File: src/rtl/seq_alu_if.sv
// Request/result bundle between the opcode stage, the sequential ALU and the display stage.
// dbg_state mirrors the ALU state register (0 = IDLE, 1 = EXEC) for checkers.
interface seq_alu_if #(
    parameter int WIDTH = 4
);
    logic                 start;
    logic [3:0]           operation;
    logic [WIDTH-1:0]     a;
    logic [WIDTH-1:0]     b;
    logic [2*WIDTH-1:0]   result;
    logic                 neg;
    logic                 busy;
    logic                 done;
    logic                 error;
    logic                 dbg_state;

    modport master (
        output start, operation, a, b,
        input  result, neg, busy, done, error, dbg_state
    );

    modport slave (
        input  start, operation, a, b,
        output result, neg, busy, done, error, dbg_state
    );
endinterface

File: src/rtl/seq_alu.sv
// Multi-cycle ALU: add/sub finish in one edge, shift-add multiply and restoring divide in WIDTH.
// Handshake: start is sampled only in IDLE; busy is high while in EXEC; done pulses on the result-write edge.
module seq_alu #(
    parameter int WIDTH = 4
) (
    input  logic       clk,
    input  logic       reset,
    seq_alu_if.slave   alu_bus
);
    localparam int DW = 2 * WIDTH;
    localparam int CW = (WIDTH > 1) ? $clog2(WIDTH) : 1;

    typedef enum logic {IDLE = 1'b0, EXEC = 1'b1} state_t;

    state_t            r_state;
    state_t            w_state_nxt;

    logic [WIDTH-1:0]  r_a;
    logic [WIDTH-1:0]  r_b;
    logic [3:0]        r_op;
    logic [CW-1:0]     r_cnt;
    logic [DW-1:0]     r_acc;
    logic [DW-1:0]     r_mcand;
    logic [WIDTH-1:0]  r_mplier;
    logic [WIDTH-1:0]  r_rem;
    logic [WIDTH-1:0]  r_quo;
    logic [DW-1:0]     r_result;
    logic              r_neg;
    logic              r_error;
    logic              r_done;

    logic              w_accept;
    logic              w_is_long;
    logic              w_last;
    logic [DW-1:0]     w_acc_nxt;
    logic [WIDTH:0]    w_rem_sh;
    logic              w_fits;
    logic [WIDTH-1:0]  w_rem_diff;
    logic [WIDTH-1:0]  w_rem_nxt;
    logic [WIDTH-1:0]  w_quo_nxt;
    logic [DW-1:0]     w_res;
    logic              w_neg;
    logic              w_err;

    assign w_accept  = (r_state == IDLE) && alu_bus.start;
    // Only valid mul and non-zero-divisor div iterate; everything else completes on the first EXEC edge.
    assign w_is_long = (r_op == 4'b0100) || ((r_op == 4'b1000) && (r_b != '0));
    assign w_last    = !w_is_long || (r_cnt == CW'(WIDTH - 1));

    assign w_acc_nxt  = r_mplier[0] ? (r_acc + r_mcand) : r_acc;

    // The remainder after a successful subtract is below b, so the low WIDTH bits are exact.
    assign w_rem_sh   = {r_rem, r_quo[WIDTH-1]};
    assign w_fits     = (w_rem_sh >= {1'b0, r_b});
    assign w_rem_diff = w_rem_sh[WIDTH-1:0] - r_b;
    assign w_rem_nxt  = w_fits ? w_rem_diff : w_rem_sh[WIDTH-1:0];
    assign w_quo_nxt  = WIDTH'({r_quo, w_fits});

    always_comb begin
        w_res = '0;
        w_neg = 1'b0;
        w_err = 1'b0;
        case (r_op)
            4'b0001: w_res = DW'(r_a) + DW'(r_b);
            4'b0010: begin
                if (r_a < r_b) begin
                    w_res = DW'(r_b - r_a);
                    w_neg = 1'b1;
                end else begin
                    w_res = DW'(r_a - r_b);
                end
            end
            4'b0100: w_res = w_acc_nxt;
            4'b1000: begin
                if (r_b == '0) w_err = 1'b1;
                else           w_res = {w_rem_nxt, w_quo_nxt};
            end
            default: w_err = 1'b1;
        endcase
    end

    always_comb begin
        w_state_nxt = r_state;
        case (r_state)
            IDLE:    if (alu_bus.start) w_state_nxt = EXEC;
            EXEC:    if (w_last)        w_state_nxt = IDLE;
            default: w_state_nxt = IDLE;
        endcase
    end

    always_ff @(posedge clk or negedge reset) begin
        if (!reset) r_state <= IDLE;
        else        r_state <= w_state_nxt;
    end

    always_ff @(posedge clk or negedge reset) begin
        if (!reset) begin
            r_a      <= '0;
            r_b      <= '0;
            r_op     <= '0;
            r_cnt    <= '0;
            r_acc    <= '0;
            r_mcand  <= '0;
            r_mplier <= '0;
            r_rem    <= '0;
            r_quo    <= '0;
            r_result <= '0;
            r_neg    <= 1'b0;
            r_error  <= 1'b0;
            r_done   <= 1'b0;
        end else begin
            r_done <= 1'b0;
            if (w_accept) begin
                r_a      <= alu_bus.a;
                r_b      <= alu_bus.b;
                r_op     <= alu_bus.operation;
                r_cnt    <= '0;
                r_acc    <= '0;
                r_mcand  <= DW'(alu_bus.a);
                r_mplier <= alu_bus.b;
                r_rem    <= '0;
                r_quo    <= alu_bus.a;
            end else if (r_state == EXEC) begin
                if (w_last) begin
                    r_result <= w_res;
                    r_neg    <= w_neg;
                    r_error  <= w_err;
                    r_done   <= 1'b1;
                end else begin
                    r_cnt    <= r_cnt + CW'(1);
                    r_acc    <= w_acc_nxt;
                    r_mcand  <= r_mcand << 1;
                    r_mplier <= r_mplier >> 1;
                    r_rem    <= w_rem_nxt;
                    r_quo    <= w_quo_nxt;
                end
            end
        end
    end

    assign alu_bus.result    = r_result;
    assign alu_bus.neg       = r_neg;
    assign alu_bus.error     = r_error;
    assign alu_bus.done      = r_done;
    assign alu_bus.busy      = (r_state == EXEC);
    assign alu_bus.dbg_state = r_state;
endmodule

File: src/flat_wrapper.sv
// flat-port wrapper written by rule: the top's interface ports become plain ports
module seq_alu_flat 
#(
    parameter int WIDTH = 4
)
  (clk, reset, alu_bus_start, alu_bus_operation, alu_bus_a, alu_bus_b, alu_bus_result, alu_bus_neg, alu_bus_busy, alu_bus_done, alu_bus_error, alu_bus_dbg_state);
  seq_alu_if #(.WIDTH(WIDTH)) alu_bus_i ();
  input  logic clk;
  input  logic reset;
  input wire logic [$bits(alu_bus_i.start)-1:0] alu_bus_start;
  input wire logic [$bits(alu_bus_i.operation)-1:0] alu_bus_operation;
  input wire logic [$bits(alu_bus_i.a)-1:0] alu_bus_a;
  input wire logic [$bits(alu_bus_i.b)-1:0] alu_bus_b;
  output wire logic [$bits(alu_bus_i.result)-1:0] alu_bus_result;
  output wire logic [$bits(alu_bus_i.neg)-1:0] alu_bus_neg;
  output wire logic [$bits(alu_bus_i.busy)-1:0] alu_bus_busy;
  output wire logic [$bits(alu_bus_i.done)-1:0] alu_bus_done;
  output wire logic [$bits(alu_bus_i.error)-1:0] alu_bus_error;
  output wire logic [$bits(alu_bus_i.dbg_state)-1:0] alu_bus_dbg_state;
  assign alu_bus_i.start = alu_bus_start;
  assign alu_bus_i.operation = alu_bus_operation;
  assign alu_bus_i.a = alu_bus_a;
  assign alu_bus_i.b = alu_bus_b;
  assign alu_bus_result = alu_bus_i.result;
  assign alu_bus_neg = alu_bus_i.neg;
  assign alu_bus_busy = alu_bus_i.busy;
  assign alu_bus_done = alu_bus_i.done;
  assign alu_bus_error = alu_bus_i.error;
  assign alu_bus_dbg_state = alu_bus_i.dbg_state;
  seq_alu #(.WIDTH(WIDTH)) u_core (.clk(clk), .reset(reset), .alu_bus(alu_bus_i));
endmodule
File: config.mk
export PLATFORM = sky130hd
export DESIGN_NAME = seq_alu_flat
export DESIGN_NICKNAME = d
export VERILOG_FILES = /design/src/rtl/seq_alu_if.sv /design/src/rtl/seq_alu.sv /design/src/flat_wrapper.sv
export SDC_FILE = /design/constraint.sdc
export NUM_CORES = 1
export LEC_CHECK = 0
export ABC_AREA = 1
export CAP_MARGIN = 20
export CORE_ASPECT_RATIO = 0.7
export CORE_MARGIN = 2
export CORE_UTILIZATION = 55
export DETAILED_ROUTE_END_ITERATION = 10
export PLACE_DENSITY = 0.8
export SLEW_MARGIN = 20
export SYNTH_ARGS = -nofsm -noshare
export SYNTH_HDL_FRONTEND = slang
export SYNTH_SLANG_ARGS = --single-unit
File: constraint.sdc
create_clock -name clk -period 2.8 [get_ports clk]
set_clock_uncertainty 0.1 [all_clocks]
set_input_delay 0.56 -clock clk [delete_from_list [all_inputs] [get_ports clk]]
set_output_delay 0.56 -clock clk [all_outputs]
set_load 0.01 [all_outputs]
==> flow_summary.toml <==
[status]
outcome = "finished clean"

[floorplanning]
die_w_um = 99.4
fp.dieArea_um2 = 7040
die_height_um = 70.8
start_util_pct = 56.7
core-area_um2 = 6190
ios = 28
rows = 24

[worst_setup_path]
path_class = "reg2reg"
worstSetupStartpoint = "u_core.r_b[0]"
setup.worst_path.end_class = "flop"
start_kind = "flop"
r2r-start = "u_core.r_b[0]"
cp.arrival_ns = 2.37
regToRegSetupSlack_ns = 0.58
worst_ep_required_time_ns = 2.96
worstPathMaxFanout = 4

[sta]
setup_violations = 0
worst_slew_pin_slew_ns = 0.694
rsz0062_at_grt = "false"
finalCritPeriodShare_pct = 79.2
setup_tns_ns = 0
period_minus_slack_ns = 2.22
hold_viol = 0
hold_ws_ns = 0.123
slew_violations = 0
relSlewSlack_pct = 53.7
fmax_ghz = 0.451

[cells_and_area]
seq_area_um2 = 1350
area_delta_synth_final_pct = 11.6
multi_input_area_um2 = 1790
nNetsFinal = 524
diodes = 0
drive_above_1_share_pct = 7.07
layout.cells.most_common = "nand2_1"
stdcell_area_um2 = 3920
final_cell_mix = "nand2_1, inv_1, dfrtp_1, nand3_1, clkdlybuf4s50_1"
fillers = 563
fin_util_pct = 63.3

[synthesis]
synth_cell_types = 34
syn_avg_cell_area_um2 = 7.69
synth_edf_count = 0
async_reset_ff_share_pct = 100
netlist_area_um2 = 3510
seq_area_frac_synth_pct = 38.5
ys_seq_elements = 54
ys.flop_type = "dfrtp_1"
ys_warn_count = 0
synth_nets = 500
synthCells = 456

[routing]
route.detailed.wl_per_inst_um = 15.2
wl_um = 8480
dr.first_iter.drc_count = 211
routed_via_density = 5.52
num_vias = 3087
first_pass_iters = 5
drc = 0
postRouteAntennaNets = 0

[placed_design]
port_buffers = 27
place.gp.congestion = 0.949
dpl-instance-area_um2 = 3800
hpwl_um = 6480

[cts]
cts_resized = 0
numCtsBuffers = 5
htreeDepth = 2
post_cts_buffers = 0
path_clk_slew_ns = 0.10
cts-hold-fix-buffers = 0
cts_root_buf = "clkbuf_8"
clock-sinks = 54
clk_path_buf_depth = 2
clock_latency_ns = 0.31
cts_tree = "done"

[hold_path]
min_path_type = "in2async"

[global_route]
grt_start_max_net_pins = 55
grt_pass1_wl_um = 14900
antenna_found_initial = 0
grtUsageTotal_pct = 26.5
grt_pass1_vias = 3106
overflow = 0

[power_and_ir_drop]
p_per_area_nw_per_um2 = 1010
p_leak_nw = 2.05
vdd_drop_max_v = 0.000574

[run]
drv_cap = 0
==> kinds of logic (layout without fill, tap and decap cells) <==
family	after synthesis	in the layout	share of synthesized area (%)
and+or+nand+nor	227	227	28.9
buffers and inverters	84	109	10.5
AOI/OAI and AO/OA	59	59	9.88
DFF	54	54	38.5
adders and majority gates	29	29	11.4
xor gates and xnor gates	3	3	0.749
==> registers in the layout, indices dropped and copies added, names as in the netlist <==
name,flops
u_core.alu_bus.busy,1
u_core.alu_bus.done,1
u_core.alu_bus.error,1
u_core.alu_bus.neg,1
u_core.alu_bus.result,8
u_core.r_a,4
u_core.r_acc,8
u_core.r_b,4
u_core.r_cnt,2
u_core.r_mcand,8
u_core.r_mplier,4
u_core.r_op,4
u_core.r_quo,4
u_core.r_rem,4
==> layer usage <==
layer | up-vias | wire [um] | global-route usage (%)
li1 | 1495 | - | -
met5 | - | 0 | 0
met4 | 0 | 133 | 6.24
met2 | 132 | 3640 | 39.1
met1 | 1443 | 4110 | 40.2
met3 | 17 | 599 | 5.83
==> critical path, cell delays in order, from the launching register on <==
cell	delay, ns
dfrtp_1	0.44
inv_1	0.14
ha_1	0.15
inv_1	0.07
fa_1	0.43
inv_1	0.08
nor2_1	0.04
nor2_1	0.14
nand4_1	0.13
nand2_1	0.08
nand2_1	0.10
nand2_1	0.08
inv_1	0.04
nand2_1	0.05
nand2_1	0.05
nand2_1	0.05
==> layout make-up <==
type                       count  area share (%)
clock buffer                   6            1.85
clock inverter                 2           0.959
inverter                      72            7.03
multi-input combinational    318            45.7
sequential                    54            34.5
tap                           78            2.49
timing repair buffer          29            7.48
==> power breakdown <==
| group | internal [mW] | leakage [nW] | total [mW] | switching, mW |
|---|---|---|---|---|
| logic | 0.767 | 1.30 | 2.14 | 1.38 |
| registers | 1.03 | 0.702 | 1.27 | 0.233 |
| clock network | 0.267 | 0.0514 | 0.524 | 0.257 |
==> metrics by stage <==
stage	setup slack (ns)	total power, mW	std cells
after detailed placement	0.464	3.38	551
after global routing	0.380	4.33	559
after CTS	0.583	3.91	559
after global placement	0.456	3.31	551
after floorplan	0.884	2.80	456
final	0.583	3.94	559
==> cell usage after synthesis, types with 3 or more instances <==
library cell	count	share of area, %
a21oi_1	14	2.0
dfrtp_1	54	39
nor2_1	23	2.5
ha_1	24	8.6
o211ai_2	4	1.4
nand3_1	49	7.0
o22ai_1	5	0.89
buf_2	5	0.71
xnor2_1	3	0.75
inv_1	68	7.3
nand2_2	3	0.54
nand3_2	3	0.86
nand4_1	5	0.89
nand2_1	134	14
o21ai_1	11	1.6
o21ai_0	20	2.9
inv_2	3	0.32
buf_6	3	0.96
fa_1	5	2.9
==> final timing paths <==
kind                       cells after the start                        to
max                                           15  u_core.alu_bus.result[5]
min                                            2  u_core.alu_bus.result[6]
min reg2reg                                    2        u_core.alu_bus.neg
max in group asynchronous                      2             u_core.r_a[0]
min in group clk                               2        u_core.alu_bus.neg
max reg2reg                                   15  u_core.alu_bus.result[5]
Note: power is estimated with default switching activity, not from simulation.
